File: src/rtl/maxpool2x2_stream.sv
// -----------------------------------------------------------------------------
// maxpool2x2_stream
//
// Streaming 2x2 / stride-2 max-pool stage intended to sit directly behind the
// ReLU array. Each accepted input beat carries one row segment of array_size
// signed lanes. Adjacent lane pairs (2k, 2k+1) are reduced horizontally in
// the same cycle. The two rows of each row pair are combined through a line
// buffer holding the horizontally reduced even row. Every beat of an odd row
// produces one pooled beat of array_size/2 lanes one clock after it is
// accepted.
//
// Ports
//   clk        in   rising-edge clock
//   rst_n      in   asynchronous active-low reset
//   clr        in   synchronous frame restart (counters, parity, pending output)
//   in_valid   in   input beat valid
//   in_ready   out  input beat accepted this cycle when in_valid is also high
//   in_data    in   array_size lanes, lane i at [i*data_width +: data_width]
//   out_valid  out  pooled beat valid
//   out_ready  in   consumer takes the pooled beat
//   out_data   out  array_size/2 lanes, lane k = max of 2x2 window k
// -----------------------------------------------------------------------------
module maxpool2x2_stream #(
    parameter int data_width = 8,
    parameter int array_size = 8,
    parameter int row_beats  = 4
) (
    input  logic                                  clk,
    input  logic                                  rst_n,
    input  logic                                  clr,
    input  logic                                  in_valid,
    output logic                                  in_ready,
    input  logic [array_size*data_width-1:0]      in_data,
    output logic                                  out_valid,
    input  logic                                  out_ready,
    output logic [(array_size/2)*data_width-1:0]  out_data
);

    localparam int HALF  = array_size / 2;
    localparam int OUT_W = HALF * data_width;
    // Keep the counter at least one bit wide so row_beats == 1 still elaborates.
    localparam int CNT_W = (row_beats > 1) ? $clog2(row_beats) : 1;
    localparam logic [CNT_W-1:0] LAST_BEAT = CNT_W'(row_beats - 1);

    // Signed maximum of two lanes; on a tie the first operand is returned,
    // which is the same bit pattern either way.
    function automatic logic [data_width-1:0] smax(
        input logic [data_width-1:0] a,
        input logic [data_width-1:0] b
    );
        logic [data_width-1:0] m;
        if ($signed(a) >= $signed(b)) begin
            m = a;
        end else begin
            m = b;
        end
        return m;
    endfunction

    logic                 w_ready;
    logic                 w_accept;
    logic                 w_wrap;
    logic [OUT_W-1:0]     w_h;
    logic [OUT_W-1:0]     w_lbuf_rd;
    logic [OUT_W-1:0]     w_pool;

    logic [CNT_W-1:0]     r_beat_cnt;
    logic                 r_row_par;
    logic [OUT_W-1:0]     r_lbuf [row_beats];
    logic                 r_out_valid;
    logic [OUT_W-1:0]     r_out_data;

    // A held output blocks every input beat, even-row beats included, so no
    // state advances while the consumer stalls.
    assign w_ready   = !clr && (!r_out_valid || out_ready);
    assign w_accept  = in_valid && w_ready;
    assign w_wrap    = (r_beat_cnt == LAST_BEAT);
    assign w_lbuf_rd = r_lbuf[r_beat_cnt];

    assign in_ready  = w_ready;
    assign out_valid = r_out_valid;
    assign out_data  = r_out_data;

    // Horizontal reduction of each lane pair of the incoming beat.
    always_comb begin
        w_h = '0;
        for (int k = 0; k < HALF; k++) begin
            w_h[k*data_width +: data_width] =
                smax(in_data[(2*k)*data_width +: data_width],
                     in_data[(2*k+1)*data_width +: data_width]);
        end
    end

    // Vertical reduction against the stored even-row beat at the same column.
    always_comb begin
        w_pool = '0;
        for (int k = 0; k < HALF; k++) begin
            w_pool[k*data_width +: data_width] =
                smax(w_lbuf_rd[k*data_width +: data_width],
                     w_h[k*data_width +: data_width]);
        end
    end

    // Line buffer: captures horizontally reduced even-row beats. clr leaves it
    // alone because every entry is rewritten by the even row before it is read.
    always_ff @(posedge clk or negedge rst_n) begin
        if (!rst_n) begin
            for (int i = 0; i < row_beats; i++) begin
                r_lbuf[i] <= '0;
            end
        end else if (w_accept && !r_row_par) begin
            r_lbuf[r_beat_cnt] <= w_h;
        end
    end

    // Beat position within the row and row parity; both restart on clr.
    always_ff @(posedge clk or negedge rst_n) begin
        if (!rst_n) begin
            r_beat_cnt <= '0;
            r_row_par  <= 1'b0;
        end else if (clr) begin
            r_beat_cnt <= '0;
            r_row_par  <= 1'b0;
        end else if (w_accept) begin
            if (w_wrap) begin
                r_beat_cnt <= '0;
                r_row_par  <= ~r_row_par;
            end else begin
                r_beat_cnt <= r_beat_cnt + CNT_W'(1'b1);
            end
        end
    end

    // Output register: loaded by every odd-row accept, otherwise emptied when
    // the consumer takes it. An odd-row accept in the same cycle as a take
    // keeps out_valid high so back-to-back odd beats stream at full rate.
    always_ff @(posedge clk or negedge rst_n) begin
        if (!rst_n) begin
            r_out_valid <= 1'b0;
            r_out_data  <= '0;
        end else if (clr) begin
            r_out_valid <= 1'b0;
        end else if (w_accept && r_row_par) begin
            r_out_valid <= 1'b1;
            r_out_data  <= w_pool;
        end else if (out_ready) begin
            r_out_valid <= 1'b0;
        end
    end

endmodule

File: config.mk
export PLATFORM = sky130hd
export DESIGN_NAME = maxpool2x2_stream
export DESIGN_NICKNAME = d
export VERILOG_FILES = /design/src/rtl/maxpool2x2_stream.sv
export SDC_FILE = /design/constraint.sdc
export NUM_CORES = 1
export LEC_CHECK = 0
export ABC_AREA = 1
export CAP_MARGIN = 15
export CORE_MARGIN = 2
export CORE_UTILIZATION = 53
export CTS_CLUSTER_DIAMETER = 80
export DETAILED_ROUTE_END_ITERATION = 12
export MAX_ROUTING_LAYER = met4
export PLACE_DENSITY = 0.74
export SLEW_MARGIN = 20
export SYNTH_ARGS = -nofsm -noshare
export SYNTH_HDL_FRONTEND = slang
export SYNTH_SLANG_ARGS = --single-unit
File: constraint.sdc
create_clock -name clk -period 2.4 [get_ports clk]
set_clock_uncertainty 0.15 [all_clocks]
set_input_delay 0.36 -clock clk [delete_from_list [all_inputs] [get_ports clk]]
set_output_delay 0.36 -clock clk [all_outputs]
set_load 0.05 [all_outputs]
==> impl_metrics.json <==
{
  "outcome": "complete, but fails checks",
  "failed_checks": "negative setup slack",
  "via_count": 12100,
  "numPortBuffers": 102,
  "syn_area_sq_mm": 0.0104,
  "worst-path-max-fanout": 5,
  "max-cap-violations": 0,
  "route.final.wire_length_microns": 38700,
  "cts_root_buf": "sky130_fd_sc_hd__clkbuf_16",
  "report.final.hold_viol_count": 0,
  "yosys.area_share.simple": 0.339,
  "antenna_violating_nets_post_route": 0,
  "synth_top_family_by_area": "simple AND/OR/NAND/NOR gates",
  "die_x_microns": 144,
  "post_synth_xor_area_fraction": 0,
  "ff2ff_setup_slack_ns": -0.43,
  "ir_drop_v": 0.000549,
  "yosys_warnings": 0,
  "cts.reportedPaths.clkPinSlew_ns": 0.06,
  "max_slew.worst_pin.slew_ns": 0.810,
  "wl_per_cell_microns": 18.4,
  "synthesis.area_per_instance_sq_um": 7.29,
  "global_route_congestion_overflow_total": 0,
  "dp_hpwl_microns": 20600,
  "cts_buffers": 17,
  "final_nets": 1961,
  "drt-vias-per-instance": 5.78,
  "pre_cts_slack_ns": -1.28,
  "total_leakage_power_nw": 8.68,
  "synth.lib_cells_used.distinct": 27,
  "power.density_mw_per_mm2": 815,
  "synth.mux.area_fraction": 0,
  "pin_count": 103,
  "multi_input_area_sq_mm": 0.00747,
  "synth_seq_area_share": 0.395,
  "grt_antenna_before_repair": 0,
  "register_area_sq_mm": 0.00411,
  "first_iter_violations": 1336,
  "cts_tree": "done",
  "bufs_on_longest_clock_path": 2,
  "grt_first_pass_wirelength_microns": 55300,
  "gr-usage-met2": 0.604,
  "postSynthRegisterBits": 164,
  "required_ns": 2.62,
  "fin_ws_ns": -0.551,
  "syn_inst": 1424,
  "floorplan.initialDensity": 0.537,
  "number_of_global_route_vias_before_repair": 11800,
  "crit_type": "in -> reg",
  "core.rowCount": 51,
  "timing.slew.headroom": 0.459,
  "routabilityCongestion": 0.852,
  "setup_repair_after_global_routing_missed_its_margin": "yes",
  "final_worst_path_cycle_share": 1.23,
  "worst_skew_pair.late_latency_ns": 0.43,
  "area.growth.synth_to_final_pct": 61.0,
  "die_y_microns": 144,
  "timing.hold.worst.class": "in -> reg",
  "use_met1": 0.391,
  "grt_util_met3": 0.0516,
  "layout-drive-gt1-share": 0.437,
  "busiest_metal_layer_after_global_routing": "met2",
  "dr_pass1_iterations": 6,
  "fill_cells": 999,
  "design.die.area_sq_mm": 0.0207,
  "finalMaxSlewViolations": 0,
  "synthAdderAreaFrac": 0.0819,
  "timing.fmax_ghz": 0.339,
  "nets_in_the_synthesized_netlist": 1561,
  "setup_viol_count_final": 32,
  "drc": 0,
  "maximum_number_of_pins_on_one_net_before_global_route_repair": 53,
  "numClockSinks": 164,
  "cts.htree.levels": 4,
  "worstSetupEndpointType": "flop",
  "synth_compound_area_frac": 0.0992,
  "timing.critical_path.arrival_ns": 3.17,
  "finalCoreUtilization": 0.864,
  "floorplan.core_area_sq_mm": 0.0193,
  "finalCriticalPeriod_ns": 2.95,
  "antenna_cells_inserted": 0,
  "groute.usage.overall": 0.343,
  "startpoint_type": "input pin"
}
routing by layer:
layer | vias up | routed length [microns]
li1 | 5446 | -
met4 | 0 | 1780
met5 | - | 0
met2 | 713 | 19800
met3 | 198 | 2650
met1 | 5787 | 14500
placed cells by master (no fill, tap or decap), types with 4 or more instances in the layout:
master                            count
sky130_fd_sc_hd__inv_1               99
sky130_fd_sc_hd__clkinv_2             6
sky130_fd_sc_hd__buf_6               30
sky130_fd_sc_hd__nand4_1             44
sky130_fd_sc_hd__inv_6                4
sky130_fd_sc_hd__inv_2               26
sky130_fd_sc_hd__nand3_2             31
sky130_fd_sc_hd__ha_2                 6
sky130_fd_sc_hd__clkbuf_1             4
sky130_fd_sc_hd__nor2_4              17
sky130_fd_sc_hd__buf_4              310
sky130_fd_sc_hd__o21ai_0             23
sky130_fd_sc_hd__a21o_1               4
sky130_fd_sc_hd__a21oi_4              7
sky130_fd_sc_hd__ha_4                52
sky130_fd_sc_hd__a32o_1              31
sky130_fd_sc_hd__nand2_4             47
sky130_fd_sc_hd__clkdlybuf4s50_1     36
sky130_fd_sc_hd__a21oi_2             29
sky130_fd_sc_hd__buf_2               16
sky130_fd_sc_hd__inv_4               14
sky130_fd_sc_hd__nand3_4             37
sky130_fd_sc_hd__nand2_2             79
sky130_fd_sc_hd__nand3_1             57
sky130_fd_sc_hd__buf_12              13
sky130_fd_sc_hd__clkbuf_2            23
sky130_fd_sc_hd__clkbuf_16           17
sky130_fd_sc_hd__ha_1                10
sky130_fd_sc_hd__o21ai_2             12
sky130_fd_sc_hd__nor2_1               7
sky130_fd_sc_hd__buf_8                4
sky130_fd_sc_hd__a21oi_1             51
sky130_fd_sc_hd__nand2_1            501
sky130_fd_sc_hd__dfrtp_1            163
path summary, 6_finish.rpt:
check,cells past startpoint,to,from
worst min-delay path,5,out_data[6],in_data[14]
worst max-delay path,24,out_data[19],in_data[45]
worst max register to register,15,out_data[4],r_beat_cnt[0]
max in group asynchronous,3,r_beat_cnt[0],rst_n
worst min register to register,2,out_data[7],out_data[7]
min in group asynchronous,2,out_data[5],rst_n
logic make-up after synthesis:
logic type | Yosys count
flops | 164
simple gates | 818
compound gates | 161
fa+ha+maj | 68
buf+inv | 213
flip-flops by register name (all words and copies together), names as in the netlist:
| signal | count |
|---|---|
| r_lbuf | 128 |
| out_data | 32 |
| r_beat_cnt | 2 |
| out_valid | 1 |
| r_row_par | 1 |
critical path: stages:
cell                      delay, ns
sky130_fd_sc_hd__buf_8         0.08
sky130_fd_sc_hd__inv_6         0.03
sky130_fd_sc_hd__ha_4          0.25
sky130_fd_sc_hd__a21oi_4       0.16
sky130_fd_sc_hd__nor2_4        0.06
sky130_fd_sc_hd__nor2_4        0.16
sky130_fd_sc_hd__buf_12        0.12
sky130_fd_sc_hd__buf_4         0.11
sky130_fd_sc_hd__nand3_2       0.13
sky130_fd_sc_hd__nand4_1       0.20
sky130_fd_sc_hd__nand2_2       0.09
sky130_fd_sc_hd__ha_1          0.20
sky130_fd_sc_hd__inv_1         0.07
sky130_fd_sc_hd__nand2_1       0.09
sky130_fd_sc_hd__nand2_1       0.11
sky130_fd_sc_hd__nand2_1       0.06
sky130_fd_sc_hd__nand2_1       0.08
sky130_fd_sc_hd__nand2_2       0.07
sky130_fd_sc_hd__nand3_2       0.09
sky130_fd_sc_hd__nand3_4       0.15
sky130_fd_sc_hd__buf_12        0.18
sky130_fd_sc_hd__a21oi_4       0.15
sky130_fd_sc_hd__nand2_1       0.09
sky130_fd_sc_hd__nand2_1       0.07
Yosys cell counts:
master | n | area share
sky130_fd_sc_hd__buf_2 | 31 | 0.015
sky130_fd_sc_hd__clkbuf_1 | 20 | 0.0072
sky130_fd_sc_hd__nand3_2 | 9 | 0.0087
sky130_fd_sc_hd__a21oi_1 | 86 | 0.041
sky130_fd_sc_hd__nor2_1 | 18 | 0.0065
sky130_fd_sc_hd__a21oi_2 | 1 | 0.00084
sky130_fd_sc_hd__inv_2 | 6 | 0.0022
sky130_fd_sc_hd__nand3_1 | 108 | 0.052
sky130_fd_sc_hd__dfrtp_1 | 164 | 0.40
sky130_fd_sc_hd__nand4_2 | 4 | 0.0048
sky130_fd_sc_hd__nor2_4 | 2 | 0.0022
sky130_fd_sc_hd__a32o_1 | 31 | 0.030
sky130_fd_sc_hd__clkinv_1 | 1 | 0.00036
sky130_fd_sc_hd__o21a_1 | 4 | 0.0029
sky130_fd_sc_hd__nand2_1 | 608 | 0.22
sky130_fd_sc_hd__nand2_4 | 3 | 0.0033
sky130_fd_sc_hd__nand2_2 | 15 | 0.0090
sky130_fd_sc_hd__nand3_4 | 2 | 0.0034
sky130_fd_sc_hd__a21o_1 | 4 | 0.0029
sky130_fd_sc_hd__ha_1 | 68 | 0.082
sky130_fd_sc_hd__buf_1 | 4 | 0.0014
sky130_fd_sc_hd__buf_6 | 5 | 0.0054
sky130_fd_sc_hd__o21ai_0 | 23 | 0.011
sky130_fd_sc_hd__nor2_2 | 5 | 0.0030
sky130_fd_sc_hd__nand4_1 | 44 | 0.027
sky130_fd_sc_hd__inv_1 | 146 | 0.053
sky130_fd_sc_hd__o21ai_2 | 12 | 0.010
metrics by stage:
step                      setup TNS [ns]  area [sq um]  hold WS (ns)  cells  power [W]
after floorplan                   -12.52         11400       -0.0856   1424    0.00734
after global placement            -56.22         14500         0.185   1987    0.00903
after detailed placement          -66.34         14500         0.191   1987    0.00923
after CTS                          -8.33         15900         0.184   2086     0.0124
after global routing              -16.68         16700         0.216   2101     0.0144
final                             -12.61         16700         0.187   2101     0.0136
report_power, final:
part | total [W] | leakage (nW) | switching (W) | internal (W)
Combinational | 0.00714 | 6.31 | 0.00404 | 0.00310
Clock | 0.00240 | 0.243 | 0.00110 | 0.00131
Sequential | 0.00407 | 2.13 | 0.000498 | 0.00357
cell type report:
| type | count | share of cell area |
|---|---|---|
| Inverter | 153 | 0.0435 |
| Clock buffer | 21 | 0.0264 |
| Clock inverter | 10 | 0.00367 |
| Timing Repair Buffer | 434 | 0.214 |
| Multi-Input combinational cell | 1054 | 0.447 |
| Tap cell | 265 | 0.0198 |
| Sequential cell | 164 | 0.246 |
repair_timing:
action	4_1_cts	5_1_grt
endpoints found under the hold margin	47	0
cloned	8	0
hold buffers	1	0
pin swaps	136	145
setup endpoints to repair	32	36
buffers inserted	59	24
resized for setup	312	241
Note: power is estimated with default switching activity, not from simulation.
